===== config.mk =====
export PLATFORM = sky130hd
export DESIGN_NAME = pipe_credit_fifo
export DESIGN_NICKNAME = d
export VERILOG_FILES = /design/src/rtl/pipe_credit_fifo.sv
export SDC_FILE = /design/constraint.sdc
export NUM_CORES = 1
export LEC_CHECK = 0
export ABC_AREA = 1
export CAP_MARGIN = 20
export CELL_PAD_IN_SITES_DETAIL_PLACEMENT = 1
export CELL_PAD_IN_SITES_GLOBAL_PLACEMENT = 2
export CORE_ASPECT_RATIO = 0.8
export CORE_MARGIN = 3
export CORE_UTILIZATION = 38
export CTS_BUF_LIST = sky130_fd_sc_hd__clkbuf_8
export CTS_CLUSTER_SIZE = 40
export DETAILED_ROUTE_END_ITERATION = 8
export GPL_ROUTABILITY_DRIVEN = 0
export GPL_TIMING_DRIVEN = 0
export PLACE_DENSITY_LB_ADDON = 0.25
export SLEW_MARGIN = 20
export SYNTH_ARGS = -nofsm -noshare
export SYNTH_HDL_FRONTEND = slang
export SYNTH_SLANG_ARGS = --single-unit

===== constraint.sdc =====
create_clock -name clk -period 3.8 [get_ports clk]
set_input_delay 0.95 -clock clk [delete_from_list [all_inputs] [get_ports clk]]
set_output_delay 0.95 -clock clk [all_outputs]
set_load 0.03 [all_outputs]

===== src/rtl/pipe_credit_fifo.sv =====
// ---------------------------------------------------------------------------
// pipe_credit_fifo
//
// Credit-managed landing FIFO at the end of a fixed-delay pipeline. Upstream
// may launch an item whenever issue_ok_o is high; the item reappears LAT
// cycles later on pv_i/pd_i and is captured here. A credit is outstanding for
// every item either stored in the FIFO or still travelling down the pipeline,
// so a well-behaved upstream can never overflow the storage.
//
// Ports
//   clk         : clock, all state updates on the rising edge
//   rst_n       : synchronous active-low reset
//   issue_i     : upstream launched one item this cycle
//   issue_ok_o  : a credit is free, upstream may issue this cycle
//   pv_i, pd_i  : valid / data arriving from the end of the pipeline
//   ov_o, od_o  : output valid / head data (first-word-fall-through)
//   ordy_i      : downstream accepts od_o
//   count_o     : entries held in the FIFO
//   inflight_o  : issued items that have not arrived yet
//   err_o       : sticky errors
//                 [0] issue without credit
//                 [1] arrival dropped because the FIFO was full
//                 [2] arrival while nothing was in flight
// ---------------------------------------------------------------------------
module pipe_credit_fifo #(
    parameter int WID   = 32,
    parameter int DEPTH = 8,
    parameter int LAT   = 4
) (
    input  logic                       clk,
    input  logic                       rst_n,
    input  logic                       issue_i,
    output logic                       issue_ok_o,
    input  logic                       pv_i,
    input  logic [WID-1:0]             pd_i,
    output logic                       ov_o,
    output logic [WID-1:0]             od_o,
    input  logic                       ordy_i,
    output logic [$clog2(DEPTH):0]     count_o,
    output logic [$clog2(DEPTH):0]     inflight_o,
    output logic [2:0]                 err_o
);

    localparam int AW = $clog2(DEPTH);
    localparam int CW = AW + 1;
    localparam logic [CW-1:0] FULL_CNT = CW'(DEPTH);

    // LAT only documents the upstream pipeline; it is checked here so that a
    // nonsensical configuration is caught at elaboration.
    if (DEPTH < 2 || (DEPTH & (DEPTH - 1)) != 0 || LAT < 1) begin : g_bad_param
        $error("pipe_credit_fifo: DEPTH must be a power of two >= 2 and LAT >= 1");
    end

    // -----------------------------------------------------------------------
    // State
    // -----------------------------------------------------------------------
    logic [WID-1:0] mem [DEPTH];
    logic [AW-1:0]  wr_ptr_q, rd_ptr_q;
    logic [CW-1:0]  count_q, inflight_q;
    logic [2:0]     err_q;

    // Next-state
    logic [AW-1:0]  wr_ptr_d, rd_ptr_d;
    logic [CW-1:0]  count_d, inflight_d;
    logic [2:0]     err_d;

    logic           full;
    logic           pop;
    logic           push;
    logic [CW:0]    credit_sum;

    // -----------------------------------------------------------------------
    // Outputs: everything is a function of registered state only, so there is
    // no combinational path from any input to any output.
    // -----------------------------------------------------------------------
    assign credit_sum = {1'b0, count_q} + {1'b0, inflight_q};
    assign issue_ok_o = (credit_sum < (CW + 1)'(DEPTH));
    assign ov_o       = (count_q != '0);
    assign od_o       = mem[rd_ptr_q];
    assign count_o    = count_q;
    assign inflight_o = inflight_q;
    assign err_o      = err_q;

    // -----------------------------------------------------------------------
    // Handshake decode. A push into a full FIFO is still accepted when the
    // head leaves on the same edge, because the freed slot is reused.
    // -----------------------------------------------------------------------
    assign full = (count_q == FULL_CNT);
    assign pop  = ov_o & ordy_i;
    assign push = pv_i & (~full | pop);

    always_comb begin
        // NOTE: every output of this block gets a default first so that no
        // path leaves it unassigned, which would otherwise infer a latch.
        wr_ptr_d   = wr_ptr_q;
        rd_ptr_d   = rd_ptr_q;
        count_d    = count_q;
        inflight_d = inflight_q;
        err_d      = err_q;

        // Pointers wrap naturally because DEPTH is a power of two.
        if (push) wr_ptr_d = wr_ptr_q + 1'b1;
        if (pop)  rd_ptr_d = rd_ptr_q + 1'b1;

        unique case ({push, pop})
            2'b10:   count_d = count_q + 1'b1;
            2'b01:   count_d = count_q - 1'b1;
            default: count_d = count_q;
        endcase

        // An issue and an arrival on the same edge cancel out. A lone issue
        // saturates at DEPTH (only reachable when upstream ignores credits);
        // a lone arrival with nothing in flight leaves the counter at zero.
        unique case ({issue_i, pv_i})
            2'b10: begin
                if (inflight_q != FULL_CNT) inflight_d = inflight_q + 1'b1;
            end
            2'b01: begin
                if (inflight_q != '0) inflight_d = inflight_q - 1'b1;
            end
            default: inflight_d = inflight_q;
        endcase

        err_d = err_q | {pv_i & (inflight_q == '0),
                         pv_i & full & ~pop,
                         issue_i & ~issue_ok_o};
    end

    // -----------------------------------------------------------------------
    // Control registers with synchronous reset. Reset wins over any
    // concurrent issue, arrival or pop; in-flight items are forgotten.
    // -----------------------------------------------------------------------
    always_ff @(posedge clk) begin
        // NOTE: sequential state is updated with non-blocking assignments so
        // every register samples the pre-edge values of the others.
        if (!rst_n) begin
            wr_ptr_q   <= '0;
            rd_ptr_q   <= '0;
            count_q    <= '0;
            inflight_q <= '0;
            err_q      <= '0;
        end else begin
            wr_ptr_q   <= wr_ptr_d;
            rd_ptr_q   <= rd_ptr_d;
            count_q    <= count_d;
            inflight_q <= inflight_d;
            err_q      <= err_d;
        end
    end

    // -----------------------------------------------------------------------
    // Storage
    // -----------------------------------------------------------------------
    always_ff @(posedge clk) begin
        // NOTE: the data array is deliberately not reset; validity is tracked
        // by count_q alone, and leaving it unreset lets it map onto RAM.
        if (rst_n && push) mem[wr_ptr_q] <= pd_i;
    end

endmodule

# Word-level counts from Yosys, hierarchy flattened
# Memory sizes are Yosys's and may differ from the RTL's. A register that Yosys moved wholly into a read port is not among the register bits.
# Index checks and enable logic that the tools add are counted.
# W data, S select, Z words.
# op_classes
add_sub_neg	7
magnitude_cmp	1
eq_ne	8
muxes	8
bitwise	11
n_reduce_logical	7
# op_table
operator	count
$pmux W4 S2	2
$add A4 B1 Y4 const B	2
$mux W4	2
$reduce_bool A4 Y1	2
$sub A4 B1 Y4 const B	2
$add A3 B1 Y3 const B	2
$and A1 B1 Y1	6
$mux W3	2
$add A4 B4 Y5	1
$lt A5 B4 Y1 const B	1
$eq A2 B1 Y1 const B	2
$eq A2 B2 Y1 const B	2
$eq A4 B4 Y1 const B	1
$logic_not A4 Y1	1
$ne A2 B2 Y1 const B	2
$ne A4 B4 Y1 const B	1
$reduce_bool A2 Y1	2
$not A1 Y1	3
$or A3 B3 Y3	1
$reduce_and A3 Y1	1
$mux W1	2
$logic_and A1 B1 Y1	1
$or A1 B1 Y1	1
# totals
regBits	17
ram_bits	256
out_inout_bits	45
mem_count	1
# memory_table
memory	words	word_bits	read_ports	rd_ports_with_merged_regs	wr	line_no	source
mem	8	32	1	1	1	57	logic [WID-1:0] mem [DEPTH];

# Logic depth before layout (Yosys ltp)
# Gate-level depths: netlist (run 1).
# depth
word_depth	7
ltp_mapped	14
depth_no_buf	14

# Least setup slack after synthesis (run 1)
# Ideal clock, no wire load.
# synth_path
path_kind	input to register
from	input port ordy_i
to	memory mem[6][0] (enable)
setup_ns	0.461
arrival_ns	3.628
required_ns	3.339
setup_slack_ns	-0.289
path_stages	5
path_buffers	0
cell_sequence	nor2_1 > nand3_2 > nand2_2 > or2_1 > nor3_1
# synth_between
elab_chain_len	6
# synth_lines
item	line_no	source
from (decl)	38	input logic ordy_i,
$and A1 B1 Y1	89	assign pop = ov_o & ordy_i;
$or A1 B1 Y1	90	assign push = pv_i & (~full | pop);
$and A1 B1 Y1	90	
$logic_and A1 B1 Y1	157	if (rst_n && push) mem[wr_ptr_q] <= pd_i;
$mux W1	157	
$mux W1 (not written as such)	157	
to (decl)	57	
# No other way between the ends.

==> results_dict.tcl, run 1 <==
set metrics [dict create \
    outcome "complete, no violations" \
    dpl.hpwl_mm 19.5 \
    peakVddDrop_mv 0.371 \
    worstPathArrival_ns 2.69 \
    synthCells 878 \
    leakagePower_nw 5.02 \
    drv_slew 0 \
    synth_seq_cells 276 \
    final_common_cell "edfxtp_1" \
    p_total_mw 8.98 \
    yosysWarningCount 0 \
    wl_met3_mm 1.55 \
    fmax_ghz 0.274 \
    vias_per_cell 5.09 \
    grt_usage_pct 18.6 \
    firstDrtPassIters 5 \
    clk_latency_ns 0.56 \
    synth.distinct_cells 32 \
    fin_ws_ns 0.156 \
    syn2layout_area_growth_pct 23.3 \
    cts_tree "done" \
    seqCellArea_um2 8090 \
    fillers 2957 \
    finalWirelength_mm 28.8 \
    grt_pass1_wl_mm 45.1 \
    cts_hold_buf 0 \
    synth_seq_area_share_pct 72.8 \
    fin_util_pct 48.0 \
    clk_pin_slew_ns 0.06 \
    hold_viol 0 \
    ant_nets 0 \
    p_per_area_nw_per_um2 655 \
    path_cells "inv_1 > buf_4 > buf_4 > nor2_1 > o21ai_0 > nand2_1 > nand2_1 > clkdlybuf4s50_1" \
    multiInputGateArea_um2 2700 \
    cp_max_fo 10 \
    slew_headroom_pct 46.1 \
    die_w_um 197 \
    grt_pass1_vias 7727 \
    drt_first_iter_violations 435 \
    antenna_found_initial 0 \
    crit_family "buffers and inverters" \
    io_pins 82 \
    finalClockSkew_ns 0.0157 \
    root_buffer "clkbuf_8" \
    nNetsFinal 1069 \
    wl_per_cell_um 20.2 \
    avgSynthCellArea_um2 12.7 \
    r2r_slack_ns 1.27 \
    dieArea_um2 31300 \
    end_kind "output pin" \
    dr.max_layer_used "met4" \
    synthesis.nets 928 \
    numPortBuffers 81 \
    slowest_delay_ns 0.66 \
    cap_violations 0 \
    setup_viol 0 \
    critical_path_required_ns 2.85 \
    n_antenna_cell 0 \
    overflow 0 \
    fin_crit_sh_pct 95.9 \
    core_um2 28600 \
    die_h_um 159 \
    synth_area_um2 11100 \
    cts_inserted_buffers 46 \
    drive_gt1_share_pct 10.9 \
    drc 0 \
    worstSetupPathType "flop to output pin" \
    path_buf_inv 4 \
    start_util_pct 38.9 \
    placementRows 55 \
    met1_length_mm 13.9 \
    clkSinkCount 276 \
    cts_htree_levels 2 \
    pre_cts_ws_ns 0.370 \
    met2_length_mm 12.8 \
    worstMarginPinSlew_ns 0.806 \
    clockBufferDepth 3 \
    vias 7247 \
    critical_path.slowest_cell "clkdlybuf4s50_1" \
    period_minus_slack_ns 3.64 \
    final_cell_mix "edfxtp_1 (256), nor2_1 (140), nand2_1 (122), o21ai_0 (114), clkdlybuf4s50_1 (62)" \
    grt_max_degree 18 \
    worst_setup_path_start_kind "flop" \
    worstHoldPathType "flop to flop" \
]
==> cells by family (layout without fill, tap and decap cells) <==
family / after synthesis / after routing / share of synthesized area, %
and+or+nand+nor: 290 / 290 / 10.2
DFF: 276 / 276 / 72.8
AOI/OAI and AO/OA: 186 / 186 / 8.78
buffers and inverters: 77 / 252 / 3.57
muxes: 32 / 32 / 2.88
adders and majority gates: 13 / 13 / 1.53
xor gates and xnor gates: 4 / 4 / 0.315
==> where the power goes <==
group,internal (mW),switching [mW],leakage (nW)
logic,1.01,1.81,2.03
clock network,1.48,1.18,0.516
registers,3.43,0.0751,2.48
total,5.92,3.07,5.02
==> sequential cells by signal (all words and copies together), names as in the netlist, named ones only <==
register and count:
count_o 4, rd_ptr_q 3, mem 256, err_o 3, inflight_o 4, wr_ptr_q 3
==> Yosys cell counts (all sizes together) <==
cell type  instances  area share, %
edfxtp           256             69
nor2             146            4.9
o21ai            137            6.2
nand2            123            4.2
mux2i             32            2.9
o22ai             32            1.8
inv               30            1.0
buf               26            1.8
clkbuf            20           0.73
dfxtp             20            3.6
a21oi             15           0.68
ha                12            1.4
nand3             12           0.59
nor3               4           0.18
nand4              3           0.17
xnor2              3           0.24
and3               1          0.056
clkinv             1          0.034
fa                 1           0.18
o21a               1          0.068
o21bai             1          0.068
or2                1          0.056
xor2               1          0.079
==> worst min-delay path: stages, from the launching register on <==
cell     delay, ns
dfxtp_1       0.31
inv_1         0.05
a21oi_1       0.05
==> layer usage <==
layer	GRT usage, %	up-vias
li1	-	3434
met2	28.4	185
met5	0	-
met4	4.86	0
met1	27.3	3581
met3	3.72	47
==> through the flow <==
step           cell area (um2)  instances  TNS (ns)  hold WS [ns]
2_1_floorplan            11100        878         0         0.448
3_3_place_gp             12400       1329   -321.88         0.438
3_5_place_dp             12700       1341         0         0.443
4_1_cts                  13700       1423         0         0.453
5_1_grt                  13700       1423  -0.00163         0.484
6_report                 13700       1423         0         0.450
==> layout make-up <==
class	instances	area share, %
inverter	31	0.849
buffer	46	2.14
tap	370	3.38
timing repair buffer	93	8.28
multi-input combinational	525	19.7
sequential	276	59.0
clock buffer	50	5.02
clock inverter	32	1.67
==> worst paths after layout <==
check,start,to,cells past startpoint
setup / recovery,flop,od_o[19],8
hold / removal,err_o[2],err_o[2],2
setup reg to reg,count_o[1],mem[6][8],6
hold reg to reg,err_o[2],err_o[2],2
==> timing repair <==
action | 4_1_cts | 5_1_grt
endpoints found under the hold margin | 0 | 0
resized for setup | 5 | 28
buffers inserted | 0 | 0
setup endpoints to repair | 17 | 27
pin swaps | 0 | 0
No activity file was read; power rests on OpenSTA's default activity.
==> inputs of run 2 (changes only) <==
Settings changed: CAP_MARGIN 20 to 15.
==> results_dict.tcl, run 2 (synthesis results as in run 1) <==
set metrics [dict create \
    clk_latency_ns 0.57 \
    finalWirelength_mm 28.3 \
    place_area_um2 12700 \
    largest_reg_flops 256 \
    top_register "mem" \
    fin_util_pct 47.8 \
    path_cells "inv_1 > buf_4 > buf_4 > nor2_1 > o21ai_0 > nand2_1 > nand2_1 > clkdlybuf4s50_1" \
    worstHoldPathType "flop to flop" \
    fillers 2946 \
    fin_hold_ws_ns 0.452 \
    placementRows 55 \
    root_buffer "clkbuf_8" \
    vias_per_cell 5.00 \
    r2r_slack_ns 1.26 \
    worstPathArrival_ns 2.66 \
    vias 7131 \
    period_minus_slack_ns 3.61 \
    wl_per_cell_um 19.9 \
    final_cell_mix "edfxtp_1 (256), nor2_1 (140), nand2_1 (122), o21ai_0 (114), clkdlybuf4s50_1 (62)" \
    grt_pass1_vias 7660 \
    cts_tree "done" \
    drc 0 \
    syn2layout_area_growth_pct 22.9 \
    start_util_pct 38.9 \
    dieArea_um2 31300 \
    end_kind "output pin" \
    crit_family "buffers and inverters" \
    path_buf_inv 4 \
    cts_inserted_buffers 47 \
    ant_nets 0 \
    outcome "complete, no violations" \
    clk_pin_slew_ns 0.06 \
    fmax_ghz 0.277 \
    hold_viol 0 \
    worstSetupPathType "flop to output pin" \
    grt_pass1_wl_mm 44.4 \
    p_per_area_nw_per_um2 650 \
    drv_slew 0 \
    clkSinkCount 276 \
    clockBufferDepth 3 \
    fin_crit_sh_pct 94.9 \
    dpl.hpwl_mm 19.3 \
    leakagePower_nw 5.01 \
    numPortBuffers 81 \
    io_pins 82 \
    worst_setup_path_start_kind "flop" \
    n_antenna_cell 0 \
    die_w_um 197 \
    rr_startpoint "count_o[1]" \
    multiInputGateArea_um2 2700 \
    cp_max_fo 10 \
    fin_tns_setup_ns 0 \
    critical_path_required_ns 2.85 \
    worstMarginPinSlew_ns 0.817 \
    setup_viol 0 \
    drive_gt1_share_pct 11.6 \
    critical_path.slowest_cell "clkdlybuf4s50_1" \
    antenna_found_initial 0 \
    seqCellArea_um2 8090 \
    finalClockSkew_ns 0.0158 \
    r2r_cells 6 \
    critPathCapture "od_o[19]" \
    cts_hold_buf 0 \
    core_um2 28600 \
    cap_violations 0 \
    nNetsFinal 1069 \
    drt_first_iter_violations 398 \
    slew_headroom_pct 45.3 \
    slowest_delay_ns 0.66 \
    final_common_cell "edfxtp_1" \
    crit_cells 8 \
    die_h_um 159 \
    grt_usage_pct 18.3 \
    peakVddDrop_mv 0.337 \
    r2r-end "mem[6][8]" \
    overflow 0 \
    firstDrtPassIters 5 \
    cts_htree_levels 2 \
    finish.instance_area_um2 13700 \
    grt_max_degree 18 \
]
[run 2: cell types whose count changed in the layout (fill, tap and decap cells not counted), sizes merged]
cell and delta:
clkbuf -3, clkinvlp +3, inv +1, bufinv -1, clkinv +4, buf -1
[run 2: worst min-delay path by stage]
stage | cells after the start | to | slack (ns) | start
3_3_place_gp | 2 | err_o[2] | 0.44 | err_o[2]
6_report | 2 | err_o[2] | 0.45 | err_o[2]
3_5_place_dp | 2 | err_o[2] | 0.44 | err_o[2]
4_1_cts | 2 | err_o[2] | 0.45 | err_o[2]
5_1_grt | 2 | err_o[2] | 0.48 | err_o[2]
2_1_floorplan | 1 | flop | 0.45 | rd_ptr_q[0]
[run 2: worst min-delay path, delay by kind of cell, from the launching register on]
family / cells / cell delay (ns)
AO/OA/AOI/OAI: 1 / 0.05
flip-flops: 1 / 0.31
buffers and inverters: 1 / 0.05
[run 2: what timing repair did]
| action | in CTS | in global routing |
|---|---|---|
| cloned | 0 | 0 |
| resized for setup | 7 | 28 |
| buffers inserted | 0 | 0 |
| setup endpoints to repair | 16 | 27 |
[run 2: power by group]
part	internal [mW]	total [mW]	switching, mW
Clock	1.37	2.58	1.21
Sequential	3.43	3.51	0.0753
Combinational	1.00	2.80	1.79
Total	5.80	8.89	3.08
[run 2: metrics by stage]
stage	std cells	setup slack [ns]	power, mW
floorplan	878	0.586	5.29
global placement	1329	-1.48	6.36
detailed placement	1340	0.350	6.42
CTS	1426	0.0384	9.02
global route	1426	-0.00384	9.41
finish	1426	0.195	8.89
[run 2: cell type report]
class	count	area share [%]
flip-flops and latches	276	59.2
multi-input cells	525	19.7
repair buffers	92	8.10
clock buffers	47	4.73
well taps	370	3.39
plain buffers	46	2.16
clock inverters	39	1.82
inverters	31	0.852
[run 2: layer usage]
layer,wire [um],up-vias,track usage [%]
met4,424,0,4.63
met2,12700,141,28.1
met5,0,-,0
met3,1200,31,3.49
li1,-,3436,-
met1,14100,3523,26.9
